**src/rtl/vc_test_multi_source.sv**
```systemverilog
// rtl/vc_test_multi_source.sv - multi-channel count-terminated val/rdy test source with random inter-message delay
// Each channel walks its own slice of m[] under a SEND/DELAY/DONE FSM paced by a per-channel LFSR.
module vc_test_multi_source #(
    parameter int          p_msg_nbits = 1,
    parameter int          p_num_msgs  = 1024,
    parameter int          p_num_chans = 1,
    parameter int          p_max_delay = 0,
    parameter logic [15:0] p_lfsr_seed = 16'hACE1,
    localparam int         c_cnt_nbits = $clog2(p_num_msgs + 1)
) (
    input  logic                               clk,
    input  logic                               reset,
    input  logic [p_num_chans*c_cnt_nbits-1:0] num_msgs,
    output logic [p_num_chans-1:0]             val,
    input  logic [p_num_chans-1:0]             rdy,
    output logic [p_num_chans*p_msg_nbits-1:0] msg,
    output logic [p_num_chans-1:0]             chan_done,
    output logic                               done
);

    localparam int c_num_slots  = p_num_chans * p_num_msgs;
    localparam int c_addr_nbits = (c_num_slots > 1) ? $clog2(c_num_slots) : 1;
    localparam int c_dly_nbits  = (p_max_delay > 0) ? $clog2(p_max_delay + 1) : 1;

    localparam logic [c_cnt_nbits-1:0] c_cnt_one  = c_cnt_nbits'(1);
    localparam logic [c_cnt_nbits-1:0] c_last_idx = c_cnt_nbits'(p_num_msgs - 1);
    localparam logic [c_cnt_nbits-1:0] c_max_cnt  = c_cnt_nbits'(p_num_msgs);
    localparam logic [c_dly_nbits-1:0] c_dly_one  = c_dly_nbits'(1);
    // A zero mask forces every delay to 0 when full throughput is requested.
    localparam logic [c_dly_nbits-1:0] c_dly_mask = c_dly_nbits'(p_max_delay);

    typedef enum logic [1:0] {
        ST_SEND  = 2'd0,
        ST_DELAY = 2'd1,
        ST_DONE  = 2'd2
    } state_t;

    // Message storage, preloaded hierarchically by the harness.
    logic [p_msg_nbits-1:0] m [c_num_slots];

    logic reset_q;

    always_ff @(posedge clk) begin
        reset_q <= reset;
    end

    assert property (@(posedge clk) disable iff (reset) !$isunknown(rdy))
        else $error("rdy is unknown");

    for (genvar ch = 0; ch < p_num_chans; ch++) begin : g_chan
        localparam logic [15:0]             c_seed = p_lfsr_seed ^ 16'(ch);
        localparam logic [c_addr_nbits-1:0] c_base = c_addr_nbits'(ch * p_num_msgs);

        state_t                  state_q, state_d;
        logic [c_cnt_nbits-1:0]  num_i;
        logic [c_cnt_nbits-1:0]  cnt_q;
        logic [c_cnt_nbits-1:0]  index_q, index_d;
        logic [c_cnt_nbits-1:0]  rd_idx;
        logic [c_addr_nbits-1:0] rd_addr;
        logic [c_dly_nbits-1:0]  dly_q, dly_d, dly_load;
        logic [15:0]             lfsr_q;
        logic                    lfsr_fb;

        assign num_i    = num_msgs[ch*c_cnt_nbits +: c_cnt_nbits];
        assign lfsr_fb  = lfsr_q[15] ^ lfsr_q[13] ^ lfsr_q[12] ^ lfsr_q[10];
        assign dly_load = lfsr_q[c_dly_nbits-1:0] & c_dly_mask;

        always_comb begin
            state_d = state_q;
            index_d = index_q;
            dly_d   = dly_q;
            case (state_q)
                ST_SEND: begin
                    if (rdy[ch]) begin
                        index_d = index_q + c_cnt_one;
                        if (index_q + c_cnt_one == cnt_q) begin
                            state_d = ST_DONE;
                        end else begin
                            dly_d   = dly_load;
                            state_d = (dly_load != '0) ? ST_DELAY : ST_SEND;
                        end
                    end
                end
                ST_DELAY: begin
                    dly_d = dly_q - c_dly_one;
                    if (dly_q <= c_dly_one) begin
                        state_d = ST_SEND;
                    end
                end
                ST_DONE: begin
                    state_d = ST_DONE;
                end
                default: begin
                    state_d = ST_DONE;
                end
            endcase
        end

        always_ff @(posedge clk) begin
            if (reset) begin
                cnt_q   <= num_i;
                index_q <= '0;
                dly_q   <= '0;
                lfsr_q  <= c_seed;
                state_q <= (num_i == '0) ? ST_DONE : ST_SEND;
            end else begin
                state_q <= state_d;
                index_q <= index_d;
                dly_q   <= dly_d;
                lfsr_q  <= {lfsr_q[14:0], lfsr_fb};
            end
        end

        always_ff @(posedge clk) begin
            if (!reset && reset_q) begin
                assert (cnt_q <= c_max_cnt)
                    else $error("num_msgs slice exceeds p_num_msgs");
            end
        end

        // index reaches cnt after the last transfer; clamp so the read stays inside the slice.
        always_comb begin
            if (reset) begin
                rd_idx = '0;
            end else if (index_q > c_last_idx) begin
                rd_idx = c_last_idx;
            end else begin
                rd_idx = index_q;
            end
        end

        assign rd_addr = c_base + c_addr_nbits'(rd_idx);

        assign val[ch]                            = !reset && (state_q == ST_SEND);
        assign chan_done[ch]                      = !reset && (state_q == ST_DONE);
        assign msg[ch*p_msg_nbits +: p_msg_nbits] = m[rd_addr];
    end

    assign done = &chan_done;

endmodule
```
**config.mk**
```make
export PLATFORM = sky130hd
export DESIGN_NAME = vc_test_multi_source
export DESIGN_NICKNAME = d
export VERILOG_FILES = /design/src/rtl/vc_test_multi_source.sv
export SDC_FILE = /design/constraint.sdc
export NUM_CORES = 1
export LEC_CHECK = 0
export CAP_MARGIN = 20
export CORE_ASPECT_RATIO = 1.4
export CORE_UTILIZATION = 55
export CTS_BUF_LIST = sky130_fd_sc_hd__clkbuf_2 sky130_fd_sc_hd__clkbuf_4 sky130_fd_sc_hd__clkbuf_8
export CTS_CLUSTER_DIAMETER = 40
export DETAILED_ROUTE_END_ITERATION = 8
export MAX_ROUTING_LAYER = met4
export PLACE_DENSITY_LB_ADDON = 0.15
export SLEW_MARGIN = 5
export SYNTH_ARGS = -nofsm -noshare
export SYNTH_HDL_FRONTEND = slang
export SYNTH_SLANG_ARGS = --single-unit
export TNS_END_PERCENT = 30
```
**constraint.sdc**
```tcl
create_clock -name clk -period 4.23 [get_ports clk]
set_clock_uncertainty 0.2 [all_clocks]
set_input_delay 1.0575 -clock clk [delete_from_list [all_inputs] [get_ports clk]]
set_output_delay 1.0575 -clock clk [all_outputs]
set_load 0.05 [all_outputs]
```
### Yosys cells after proc, flatten, opt, wreduce, memory -nomap -nowiden

Cells that the tools add are included.

| storage, ports and cells | value |
|---|---|
| output and inout bits | 4 |
| bits in registers | 25 |
| logic and storage cells | 32 |
| bits of input ports | 14 |

| operators by class | value |
|---|---|
| add/sub/neg operators | 2 |
| equality and inequality tests | 7 |
| reduce and logical (&&, ||, !) cells | 9 |
| $lt $le $gt $ge | 1 |
| muxes and demuxes | 9 |

Operators with widths:

| kind | number |
|---|---|
| 11-bit by 1-bit adder with 11-bit output, second input constant | 1 |
| 11-bit equality test | 1 |
| 11-bit zero test | 1 |
| 2-bit 2-to-1 mux | 5 |
| 3-bit != test, second input constant | 2 |
| 2-bit != test, second input constant | 2 |
| 2-bit case mux with 2 select lines | 1 |
| 2-bit AND reduction | 2 |
| 3-bit AND reduction | 1 |
| 2-bit by 1-bit equality test with 1-bit output, second input constant | 1 |
| 2-bit equality test, second input constant | 1 |
| 1-bit logical AND | 2 |
| 2-bit zero test | 1 |
| 1-bit 2-to-1 mux | 2 |
| 1-bit case mux with 2 select lines | 1 |
| 2-bit nonzero test | 1 |
| 1-bit <= comparator, second input constant | 1 |
| 1-bit zero test | 1 |
| 1-bit subtractor, second input constant | 1 |

### Longest topological paths before layout

| depth | value |
|---|---|
| depth after elaboration | 6 |
| depth in mapped cells | 7 |
| depth with buffers taken out | 6 |

### Worst setup path after synthesis

Ideal clock, no wire load.

| path | value |
|---|---|
| path kind | input port to output port |
| from | input reset |
| to | output done |
| path slack | 0.855 ns |
| cell stages on the path | 2 |
| arrival | 2.118 ns |
| required time | 2.973 ns |
| buffers on the path | 1 |
| cell sequence | nor2b_1 > buf_4 |

| between the ends | value |
|---|---|
| longest elaborated chain between the ends | 2 |

Ends and longest elaborated chain:

| what | line | RTL |
|---|---|---|
| start: declaration | 12 | `input logic reset,` |
| 1-bit zero test | 135 | `assign chan_done[ch] = !reset && (state_q == ST_DONE);` |
| 1-bit logical AND | 135 |  |
| end: declaration | 18 | `output logic done` |

No other way between the ends.

### Worst setup path in the final report

| path | value |
|---|---|
| from | input reset |
| to | output val |

| between the ends | value |
|---|---|
| longest elaborated chain between the ends | 2 |

Ends and longest elaborated chain:

| what | line | RTL |
|---|---|---|
| 1-bit zero test | 134 | `assign val[ch] = !reset && (state_q == ST_SEND);` |
| 1-bit logical AND | 134 |  |
| end: declaration | 14 | `output logic [p_num_chans-1:0] val,` |

No other way between the ends.

==> impl_metrics.ini <==
[synth]
yosysUniqueCellTypes = 44
ys.flop_type = edfxtp_1
yosysWarningCount = 0
syn-num-nets = 142
syn_avg_cell_area_sq_um = 10.3
synth_cells = 127
synth_seq_cells = 23
synth_area_sq_mm = 0.00131
synth_edf_count = 12
seq_area_frac_synth_pct = 44.4
async_reset_ff_share_pct = 0

[setup_path]
startpoint_type = input port
r2r-start = g_chan[0].index_q[0]
arrival_ns = 2.11
cp-end-kind = output port
ff2ff_setup_slack_ns = 1.93
max_stage_delay_ns = 0.48
cpMaxStageDelayCell = clkdlybuf4s50_1
worstSetupStartpoint = reset
r2r_cells = 6
reg2reg_to = g_chan[0].state_q[1]
crit_chain = clkdlybuf4s50_1 -> buf_4 -> nor2_1 -> buf_12
crit_path_max_fanout = 26
worstSetupPathType = input port to output port
critPathRequiredTime_ns = 2.97

[sta]
period_share_pct = 79.7
slew_headroom_pct = 61.6
setup_viol = 0
grt_setup_unrepaired = no
slew_viol_final = 0
setup_tns_ns = 0
hold_viol = 0
tightestPinTransition_ns = 0.574
setup_ws_ns = 0.858
min_period_ns = 3.37
fmax_ghz = 0.297

[floorplan]
num_io_pins = 18
rows = 20
start_util_pct = 59.3
die_w_microns = 43.2
die_h_microns = 59.7
coreArea_sq_mm = 0.00220
die_area_sq_mm = 0.00258

[hold_path]
hold_path_class = flip-flop to flip-flop
holdPathEnd = g_chan[0].index_q[10]
hold_start = g_chan[0].index_q[10]
hold_depth = 2

[clocking]
htree_levels = 1
post_cts_resized = 0
cts_buffer_depth = 2
clk_latency_ns = 0.30
cts_buffers = 3
clk_pin_slew_ns = 0.12
cts_hold_buf = 0
cts.sinks = 23
cts_tree = built
cts_setup_buffers = 0
clockRootBuffer = clkbuf_4

[global_routing]
grt_pass1_vias = 936
grt.total_usage_pct = 22.0
antenna_found_initial = 0
grt-ovfl-total = 0
grt_pass1_wl_microns = 4140
grt_max_degree = 27

[detailed_routing]
wirelength_microns = 2380
viasPerCell = 6.04
ant_nets = 0
drt-pass1-iter-count = 7
vias = 972
wire_per_inst_microns = 14.8
drc = 0
drt_iter0_drc = 23

[status]
status = finished, final reports clean

[cells_and_area]
fillers = 179
mostFrequentLayoutCells = nor2_1 (15), clkdlybuf4s50_1 (13), edfxtp_1 (12)
final_core_util_pct = 67.8
layout-drive-gt1-share_pct = 11.5
area_growth_pct = 14.4
final_common_cell = nor2_1
antenna_cells = 0
layout.nets = 155

[place]
hpwl_microns = 1820
portBuffers = 16
gp_congestion = 0.844
place_ws_ns = 0.849

[power_and_ir_drop]
worst_ir_drop_vdd_v = 0.000209
pwr_density_cell_mw_per_mm2 = 292
power_leakage_nw = 0.506

[flow_run]
max-cap-violations = 0
==> how the worst max path moves through the flow <==
stage / to / slack [ns] / cells past startpoint
floorplan: done / 0.85 / 2
global placement: val / 0.87 / 4
detailed placement: val / 0.85 / 4
CTS: val / 0.85 / 4
global route: val / 0.79 / 4
finish: val / 0.86 / 4
==> worst max-delay path: cells and delay by family <==
family                 cells  cell delay (ns)
AND/OR/NAND/NOR            1             0.13
buffers and inverters      3             0.93
==> cell type report <==
| cell class | count | area (sq um) | share of cell area, % |
|---|---|---|---|
| multi-input combinational | 93 | 651 | 43.6 |
| inverter | 2 | 7.51 | 0.503 |
| tap | 22 | 27.5 | 1.84 |
| timing repair buffer | 17 | 198 | 13.2 |
| clock buffer | 4 | 30.0 | 2.01 |
| sequential | 23 | 581 | 38.9 |
==> cell usage after synthesis (all sizes together), types with 2 or more instances <==
cell / count / area share, %
dfxtp: 11 / 17
xnor2: 11 / 8.0
nor2: 15 / 4.3
o21ai: 5 / 2.2
nand4: 5 / 2.4
inv: 2 / 0.57
buf: 6 / 4.3
xor2: 10 / 6.7
nand2: 6 / 1.7
clkbuf: 3 / 0.86
nor4: 2 / 0.96
nand3: 5 / 2.3
nor2b: 4 / 1.9
and3: 3 / 1.5
edfxtp: 12 / 28
nor3: 4 / 1.9
or2b: 2 / 1.1
==> logic make-up after synthesis <==
logic type / share of synthesized area, %
buf+inv: 5.75
xor+xnor: 14.7
fa+ha+maj: 0.958
mux: 0.766
compound gates: 12.7
simple gates: 20.4
other cells: 0.287
flops: 44.4
==> routing by layer <==
layer	vias to the layer above	routed length, microns	track usage, %
li1	474	-	-
met1	465	1040	28.4
met2	29	1220	35.8
met3	4	92	3.02
met4	0	29	7.36
met5	-	0	-
==> flip-flops by register name, summed over array words and instances, names as in the netlist <==
name,count
g_chan.cnt_q,11
g_chan.index_q,11
g_chan.state_q,1
==> through the flow <==
step / hold WS (ns) / instances / power [mW] / instance area, sq um
detailed placement: 0.329 / 157 / 0.336 / 1460
global placement: 0.319 / 157 / 0.334 / 1460
floorplan: 0.298 / 127 / 0.304 / 1310
global route: 0.388 / 161 / 0.460 / 1490
CTS: 0.360 / 161 / 0.438 / 1490
finish: 0.360 / 161 / 0.437 / 1490
==> power by group <==
part | internal, mW | leakage, nW | total [mW] | switching [mW]
clock network | 0.0431 | 0.0184 | 0.106 | 0.0631
registers | 0.247 | 0.207 | 0.256 | 0.00899
logic | 0.0373 | 0.280 | 0.0744 | 0.0372
total | 0.328 | 0.506 | 0.437 | 0.109
Note: power is estimated with default switching activity, not from simulation.
